--- src/rtl/tape_punch.sv ---
`default_nettype none
// ============================================================================
//  Module   : tape_punch
//  Brief    : Bus initiator that reads a byte block from main memory one word
//             at a time and streams the bytes, most significant lane first,
//             to a paper-tape punch over a valid/ready handshake.
//  Revision : 1.0 - initial release
// ============================================================================
module tape_punch #(
    parameter int COUNT_WIDTH = 16
) (
    input  logic                   clock,
    input  logic                   reset,
    input  logic                   active,
    input  logic                   start,
    input  logic [18:0]            start_byte,
    input  logic [COUNT_WIDTH-1:0] byte_count,
    output logic [16:0]            memory_address,
    input  logic [31:0]            memory_data_out,
    output logic [3:0]             mem_write_en,
    output logic [7:0]             tx_data,
    output logic                   tx_valid,
    input  logic                   tx_ready,
    output logic                   busy,
    output logic                   done
);

    localparam logic [COUNT_WIDTH-1:0] c_one = {{(COUNT_WIDTH-1){1'b0}}, 1'b1};

    typedef enum logic [2:0] {
        S_IDLE = 3'd0,
        S_REQ  = 3'd1,
        S_WAIT = 3'd2,
        S_SEND = 3'd3,
        S_FIN  = 3'd4
    } state_t;

    state_t                 r_state;
    state_t                 w_next_state;
    logic [16:0]            r_word_addr;
    logic [1:0]             r_lane;
    logic [COUNT_WIDTH-1:0] r_remaining;
    logic [31:0]            r_word;
    logic                   r_busy;
    logic                   r_done;
    logic                   w_accept;
    logic                   w_handshake;
    logic [7:0]             w_lane_byte;

    // State register; reset aborts any transfer immediately.
    always_ff @(posedge clock or negedge reset) begin
        if (!reset) begin
            r_state <= S_IDLE;
        end else begin
            r_state <= w_next_state;
        end
    end

    // Next-state logic plus the start-accept and byte-handshake strobes.
    always_comb begin
        w_next_state = r_state;
        w_accept     = 1'b0;
        w_handshake  = 1'b0;
        case (r_state)
            S_IDLE: begin
                // busy is still high for the cycle after done, so a start
                // arriving then is ignored.
                if (start && !r_busy) begin
                    w_accept     = 1'b1;
                    w_next_state = (byte_count == '0) ? S_FIN : S_REQ;
                end
            end
            S_REQ: begin
                if (active) begin
                    w_next_state = S_WAIT;
                end
            end
            S_WAIT: begin
                w_next_state = S_SEND;
            end
            S_SEND: begin
                if (tx_ready) begin
                    w_handshake = 1'b1;
                    if (r_remaining == c_one) begin
                        w_next_state = S_FIN;
                    end else if (r_lane == 2'd3) begin
                        w_next_state = S_REQ;
                    end
                end
            end
            S_FIN: begin
                w_next_state = S_IDLE;
            end
            default: begin
                w_next_state = S_IDLE;
            end
        endcase
    end

    // Transfer bookkeeping: address, lane, remaining count and word buffer.
    always_ff @(posedge clock or negedge reset) begin
        if (!reset) begin
            r_word_addr <= '0;
            r_lane      <= '0;
            r_remaining <= '0;
            r_word      <= '0;
        end else begin
            if (w_accept) begin
                r_word_addr <= start_byte[18:2];
                r_lane      <= start_byte[1:0];
                r_remaining <= byte_count;
            end
            // RAM data is valid one edge after the address was sampled in
            // REQ; grant is irrelevant by then.
            if (r_state == S_WAIT) begin
                r_word <= memory_data_out;
            end
            if (w_handshake) begin
                r_remaining <= r_remaining - c_one;
                r_lane      <= r_lane + 2'd1;
                if (r_lane == 2'd3) begin
                    r_word_addr <= r_word_addr + 17'd1;
                end
            end
        end
    end

    // Status flags: done pulses the cycle after FIN, busy drops one cycle later.
    always_ff @(posedge clock or negedge reset) begin
        if (!reset) begin
            r_busy <= 1'b0;
            r_done <= 1'b0;
        end else begin
            r_done <= (r_state == S_FIN);
            if (w_accept) begin
                r_busy <= 1'b1;
            end else if (r_done) begin
                r_busy <= 1'b0;
            end
        end
    end

    // Big-endian lane select: lane 0 is the most significant byte.
    always_comb begin
        w_lane_byte = 8'h00;
        case (r_lane)
            2'd0:    w_lane_byte = r_word[31:24];
            2'd1:    w_lane_byte = r_word[23:16];
            2'd2:    w_lane_byte = r_word[15:8];
            default: w_lane_byte = r_word[7:0];
        endcase
    end

    assign memory_address = (r_state == S_REQ) ? r_word_addr : 17'd0;
    assign mem_write_en   = 4'b0000;
    assign tx_valid       = (r_state == S_SEND);
    assign tx_data        = tx_valid ? w_lane_byte : 8'h00;
    assign busy           = r_busy;
    assign done           = r_done;

endmodule
`default_nettype wire

--- config.mk ---
export PLATFORM = sky130hd
export DESIGN_NAME = tape_punch
export DESIGN_NICKNAME = d
export VERILOG_FILES = /design/src/rtl/tape_punch.sv
export SDC_FILE = /design/constraint.sdc
export NUM_CORES = 1
export LEC_CHECK = 0
export CAP_MARGIN = 30
export CELL_PAD_IN_SITES_DETAIL_PLACEMENT = 0
export CELL_PAD_IN_SITES_GLOBAL_PLACEMENT = 1
export CORE_MARGIN = 1.5
export CORE_UTILIZATION = 37
export DETAILED_ROUTE_END_ITERATION = 10
export PLACE_DENSITY = 0.91
export SLEW_MARGIN = 0
export SYNTH_ARGS = -nofsm -noshare
export SYNTH_HDL_FRONTEND = slang
export SYNTH_SLANG_ARGS = --single-unit
--- constraint.sdc ---
create_clock -name clock -period 2.3 [get_ports clock]
set_input_delay 0.46 -clock clock [delete_from_list [all_inputs] [get_ports clock]]
set_output_delay 0.46 -clock clock [all_outputs]
set_load 0.02 [all_outputs]
==> key figures, run 1 <==
Run status
  • Outcome: finished, violations left
  • Failing checks: setup timing

Setup path
  • Most used cell, CP: nor2_1
  • CP max stage cell: dfrtp_1
  • Worst path cell trace: inv_2 > ha_4 > a222oi_1 > nor2_1 > a21oi_1 > nor2_1 > buf_4
  • Worst path arrival time: 1860 ps
  • Worst setup path class: register to output port
  • Critical Path Source Type: register
  • Req. time, crit path: about 1800 ps
  • Max stage delay on crit path: 450 ps
  • CP Max Fanout: 8
  • CP endpoint kind: output port

Floorplanning
  • Die X: 106 µm
  • Initial core utilization: 0.381
  • Num rows: 37
  • Top Ports: about 100
  • Vert. Die Dim: approximately 110 µm
  • DIE AREA: approximately 11000 µm²
  • Area of the core: between 10000 and 15000 µm²

Drt
  • Routed len/inst: between 15 and 20 µm
  • Via Count: 3661
  • Drt pass-1 iters: 5
  • Remaining DRCs: 0
  • Final ANT Viol Nets: 0
  • Iteration-0 DRC Markers: 210
  • Post-DR vias/cell: approximately 5.6
  • Routed WL: ~11000 µm

Logic synthesis
  • Main flop type after synthesis: dfrtp_1
  • Sequential area share after synthesis: 0.461
  • Post-synth EDFFs: 0
  • Post-synthesis average cell area: roughly 10 µm²
  • Warnings, synthesis: 0
  • Number of synthesized register bits: just over 70
  • Yosys cell types: between 50 and 60
  • Syn Std Cell Area: between 3000 and 4000 µm²
  • Post-Syn Instances: a little under 400
  • Share of flip-flops with an asynchronous set or reset: 1.00

GRT
  • Vias in the first global route: approximately 3700
  • Total track usage: 0.203
  • Antenna violations before repair: 0
  • First-pass GRT wire length: 18100 µm
  • Total grt overflow: 0
  • Largest net degree at the start of global routing: 73

Timing
  • Skew final: ~7.6 ps
  • Relative slew slack: 0.627
  • Final WS setup: -24.9 ps
  • Tmin final: between 2000 and 2500 ps
  • Peak Freq: between 400 and 500 MHz
  • Worst-margin pin slew: roughly 560 ps
  • Final hold violations: 0
  • Max Slew Vio Count: 0
  • Final Cycle Share: 1.01
  • RSZ-0062 raised after global routing: yes
  • Setup violations, final: 1

Clock network
  • CTS Buf Count: 9
  • CTS H-tree depth: 3
  • # hold bufs at CTS: 0
  • CTS tree: built
  • Total clock sinks: 72
  • CTS max path bufs: 2
  • Worst-Skew Late Latency: 350 ps
  • Clk root buf: clkbuf_8
  • Clock transition at path regs: approximately 90 ps

Finish
  • Fin nets: just under 600
  • Fraction of layout cells with a size suffix above 1: 0.206
  • Synth-to-Final Area Change: 40.2%
  • Final instance area: around 5500 µm²
  • Number of diodes: 0
  • Most frequent cells in the layout: dfrtp_1, clkdlybuf4s50_1, nor2_1

Place
  • Placed Area: roughly 5200 µm²
  • Gpl congestion: approximately 0.9
  • Post-DP HPWL: approximately 8300 µm
  • Port bufs: ~100

Pwr
  • Max VDD drop: a little under 0.9 mV
  • Pwr Density: roughly 1200 nW/µm²
  • Final total power: about 0.0065 W
  • Leakage: between 2 and 2.5 nW

Job
  • Max-Cap Viols: 0

Worst hold path
  • Worst Hold Class: input pin to async pin
-- cell type report --
class / instances / area, µm²
timing repair buffer: 135 / 1220
inverter: 14 / 52.6
clock buffer: 9 / 124
fill: 937 / 4790
tap: 136 / 170
clock inverter: 7 / 103
sequential: 72 / 1800
multi-input combinational: 282 / 2010
-- cell usage after synthesis, types with 3 or more instances --
cell	n	area, µm²
clkbuf_1	13	48.8
ha_1	7	87.6
inv_1	13	48.8
dfrtp_1	72	1800
nand3_1	18	90.1
nor4_1	9	56.3
and2_1	19	119
nand4_1	4	25.0
o311ai_1	3	26.3
o22ai_1	6	37.5
o221a_1	4	45.0
o21ai_1	3	15.0
nand2_1	17	63.8
nor3_1	15	75.1
buf_2	6	30.0
a311oi_1	3	26.3
a221o_1	7	70.1
a22oi_1	3	22.5
a21oi_1	20	100
mux2_2	25	282
o21ai_0	3	15.0
nor2_1	43	161
buf_4	6	45.0
a222oi_1	8	80.1
or4_1	4	30.0
mux2_1	7	78.8
nor3b_1	3	22.5
o211ai_1	3	22.5
a211oi_1	9	67.6
and3_1	3	18.8
-- final timing paths --
check                                       from                          end  slack [ps]  cells past startpoint
max reg2reg                r_lane[0]$_DFFE_PN0P_    r_word_addr[15]$_DFF_PN0_         120                      7
min in group clock                done$_DFF_PN0_             busy$_DFFE_PN0P_         450                      1
min reg2reg                       done$_DFF_PN0_             busy$_DFFE_PN0P_         450                      1
min                                        reset  r_remaining[10]$_DFFE_PN0P_         110                      2
max in group asynchronous                  reset        r_word[4]$_DFFE_PN0N_        1850                      2
max                        r_lane[0]$_DFFE_PN0P_                   tx_data[2]         -20                      7
-- through the flow --
step / setup WS [ps] / cells / util / hold WS [ps] / TNS [ps]
4_1_cts: -119 / 648 / 0.523 / 144 / -119
5_1_grt: -125 / 655 / 0.533 / 148 / -631
3_3_place_gp: -53.3 / 631 / 0.504 / 451 / -70.0
6_report: -24.9 / 655 / 0.533 / 108 / -24.9
3_5_place_dp: -75.9 / 631 / 0.504 / 441 / -226
2_1_floorplan: 282 / 393 / - / 164 / 0
-- sequential cells by signal, indices dropped and copies added (netlist names) --
register	cells
r_word_addr	17
r_word	32
busy	1
r_lane	2
r_state	3
r_remaining	16
done	1
-- report_power, final --
part | internal (W) | leakage, nW | switching [W] | total, W
clock | 0.000622 | 0.110 | 0.000522 | 0.00114
sequential | 0.00179 | 0.840 | 0.000515 | 0.00230
combinational | 0.00145 | 1.36 | 0.00155 | 0.00300
total | 0.00386 | 2.31 | 0.00259 | 0.00645
-- layer usage --
layer | GRT usage | routed length [µm] | share of wire
met1 | 0.262 | 4630 | 0.41
met2 | 0.333 | 5440 | 0.49
met3 | 0.0353 | 765 | 0.068
met4 | 0.0907 | 359 | 0.032
met5 | 0 | 0 | 0
-- kinds of logic after synthesis --
family,Yosys count,synth area share
buffers and inverters,39,0.0451
DFF,72,0.461
adders and majority gates,7,0.0224
and+or+nand+nor,154,0.215
AOI/OAI and AO/OA,85,0.164
muxes,32,0.0921
other,1,0.000959
-- worst max-delay path: cells and delay by family (launching register included) --
family,cells,cell delay (ps)
flip-flops,1,450
AO/OA/AOI/OAI,2,450
buffers and inverters,2,260
adder cells (fa/ha/maj),1,200
AND/OR/NAND/NOR,2,170
-- what timing repair did --
action | 4_1_cts | 5_1_grt
endpoints found under the setup margin | 26 | 11
gates resized for setup | 54 | 22
pin swaps | 6 | 8
setup buffers | 1 | 7
No activity file was read; power rests on OpenSTA's default activity.
==> run 2, diff against run 1 <==
- CAP_MARGIN: 30 -> default
- SLEW_MARGIN: 0 -> default
==> results of run 2 <==
Final layout, timing and power as in run 1 (identical DEF).
==> RTL change, RTL diff (settings of run 1) <==
Re-encode `state_t` (5 states) as one-hot, 5 bits wide.
--- a/src/rtl/tape_punch.sv
+++ b/src/rtl/tape_punch.sv
@@ -27,12 +27,12 @@
 
     localparam logic [COUNT_WIDTH-1:0] c_one = {{(COUNT_WIDTH-1){1'b0}}, 1'b1};
 
-    typedef enum logic [2:0] {
-        S_IDLE = 3'd0,
-        S_REQ  = 3'd1,
-        S_WAIT = 3'd2,
-        S_SEND = 3'd3,
-        S_FIN  = 3'd4
+    typedef enum logic [4:0] {
+        S_IDLE = 5'b00001,
+        S_REQ  = 5'b00010,
+        S_WAIT = 5'b00100,
+        S_SEND = 5'b01000,
+        S_FIN  = 5'b10000
     } state_t;
 
     state_t                 r_state;
Formal check against the unedited RTL: same outputs for any inputs over 10 cycles, from zero or initial values and one cycle with reset low; not proved beyond that.
==> RTL change against run 1 <==
The run still ends with setup timing left; cell area decreased by 1.4%; sequential cell count increased by 2; highest routed layer unchanged; wire length decreased by 7.1%; largest cell class unchanged; area after synthesis increased by 1.5%; setup slack improved by 0.0044 ns; sequential share of layout area increased by 1.4 points.
Power is not compared: it rests on default switching activity, and its combinational part moved more than twofold at a synthesized area within 25%.
==> RTL change: results (changes against run 1) <==
stage	metric	value	unit	change
cells_and_area	Multi-input gate area	2020	sq um	+0.62%
routing	met3 wire len	784	um	+2.5%
cells_and_area	Design Area, Final	5410	sq um	-1.4%
timing	setup TNS	-0.0205	ns	+0.00440 ns
timing	final clock skew	0.0129	ns	+0.00527 ns
cells_and_area	Signal buffers	125		-7.4%
logic_synthesis	synth top area cells	dfrtp_1 46%, mux2_2 9.1%, nor2_1 5.6%		
cells_and_area	register area	1850	sq um	+2.9%
global_routing	largest net degree at the start of global routing	75		+2.7%
logic_synthesis	Cells after Synth	409		+4.9%
global_routing	first-pass GRT wire length	17200	um	-5.1%
clock_tree	H-tree depth	3		unchanged
routing	Residual DRC	0		unchanged
cells_and_area	Total Nets Final	599		+1.0%
logic_synthesis	sequential fraction of the synthesis area	46.7	%	+0.60 points
cells_and_area	Clock buf/inv share	3.61	%	-0.52 points
cells_and_area	Multi-Input Combinational	301		+6.7%
routing	WL final	10400	um	-7.1%
outcome	status	complete, but fails checks		
worst_setup_path	slowest stage delay, CP	0.39	ns	-0.06 ns
logic_synthesis	top cells by count, synth	73 x dfrtp_1, 59 x nor2_1, 32 x mux2_2		
placement	final RePlAce weighted congestion	0.838		-9.3%
cells_and_area	final core utilization	52.1	%	-1.2 points
worst_setup_path	cell family with most CP delay	compound AO/OA/AOI/OAI gates		
routing	Avg WL per Cell	15.7	um	-8.0%
clock_tree	postcts setup bufs	2		+1
global_routing	vias in the first global route	3553		-3.0%
placement	placed inst area	5240	sq um	+1.1%
routing	metal2 WL	4910	um	-9.7%
global_routing	met1 usage	24.5	%	-1.7 points
clock_tree	Num Clock Sinks	74		+2.8%
logic_synthesis	library cells used by synthesis	51		-11%
routing	vias per cell	5.39		-3.6%
routing	DR pass1 iterations	6		+1
placement	post-DP HPWL	7590	um	-8.3%
timing	worst setup margin	-0.0205	ns	+0.00440 ns
cells_and_area	Final non-clock buffer share	20.9	%	-1.4 points
routing	Iter 0 DRT Violations	184		-12%
timing	final setup fails	1		unchanged
global_routing	gr usage total	18.9	%	-1.4 points
clock_tree	CTS resizes	61		+13%
routing	DRT met1 WL	4520	um	-2.4%
placement	Placement Setup Slack	-0.0874	ns	-0.0116 ns
outcome	failing checks	setup timing		
cells_and_area	clk_buf instances	10		+1
global_routing	M3 GR Usage	4.56	%	+1.0 points
placement	Cells after DPL	643		+1.9%
RTL change: logic make-up after synthesis:
kind of cell / synth area share (%)
AND/OR/NAND/NOR: 22.2
AO/OA/AOI/OAI: 15.4
flip-flops: 46.7
buffers and inverters: 4.16
multiplexers: 9.07
adder cells (fa/ha/maj): 2.21
other: 0.0944
XOR/XNOR: 0.221
RTL change: worst paths after layout:
kind,end,startpoint,slack (ns),cells past startpoint
setup / recovery,tx_data[7],r_lane[1]$_DFFE_PN0P_,-0.02,7
hold / removal,r_word_addr[5]$_DFF_PN0_,reset,0.11,2
setup reg to reg,r_word_addr[7]$_DFF_PN0_,r_lane[0]$_DFFE_PN0P_,0.27,8
hold reg to reg,busy$_DFFE_PN0P_,done$_DFF_PN0_,0.46,1
max in group asynchronous,r_lane[0]$_DFFE_PN0P_,reset,1.83,2
min in group clock,busy$_DFFE_PN0P_,done$_DFF_PN0_,0.46,1
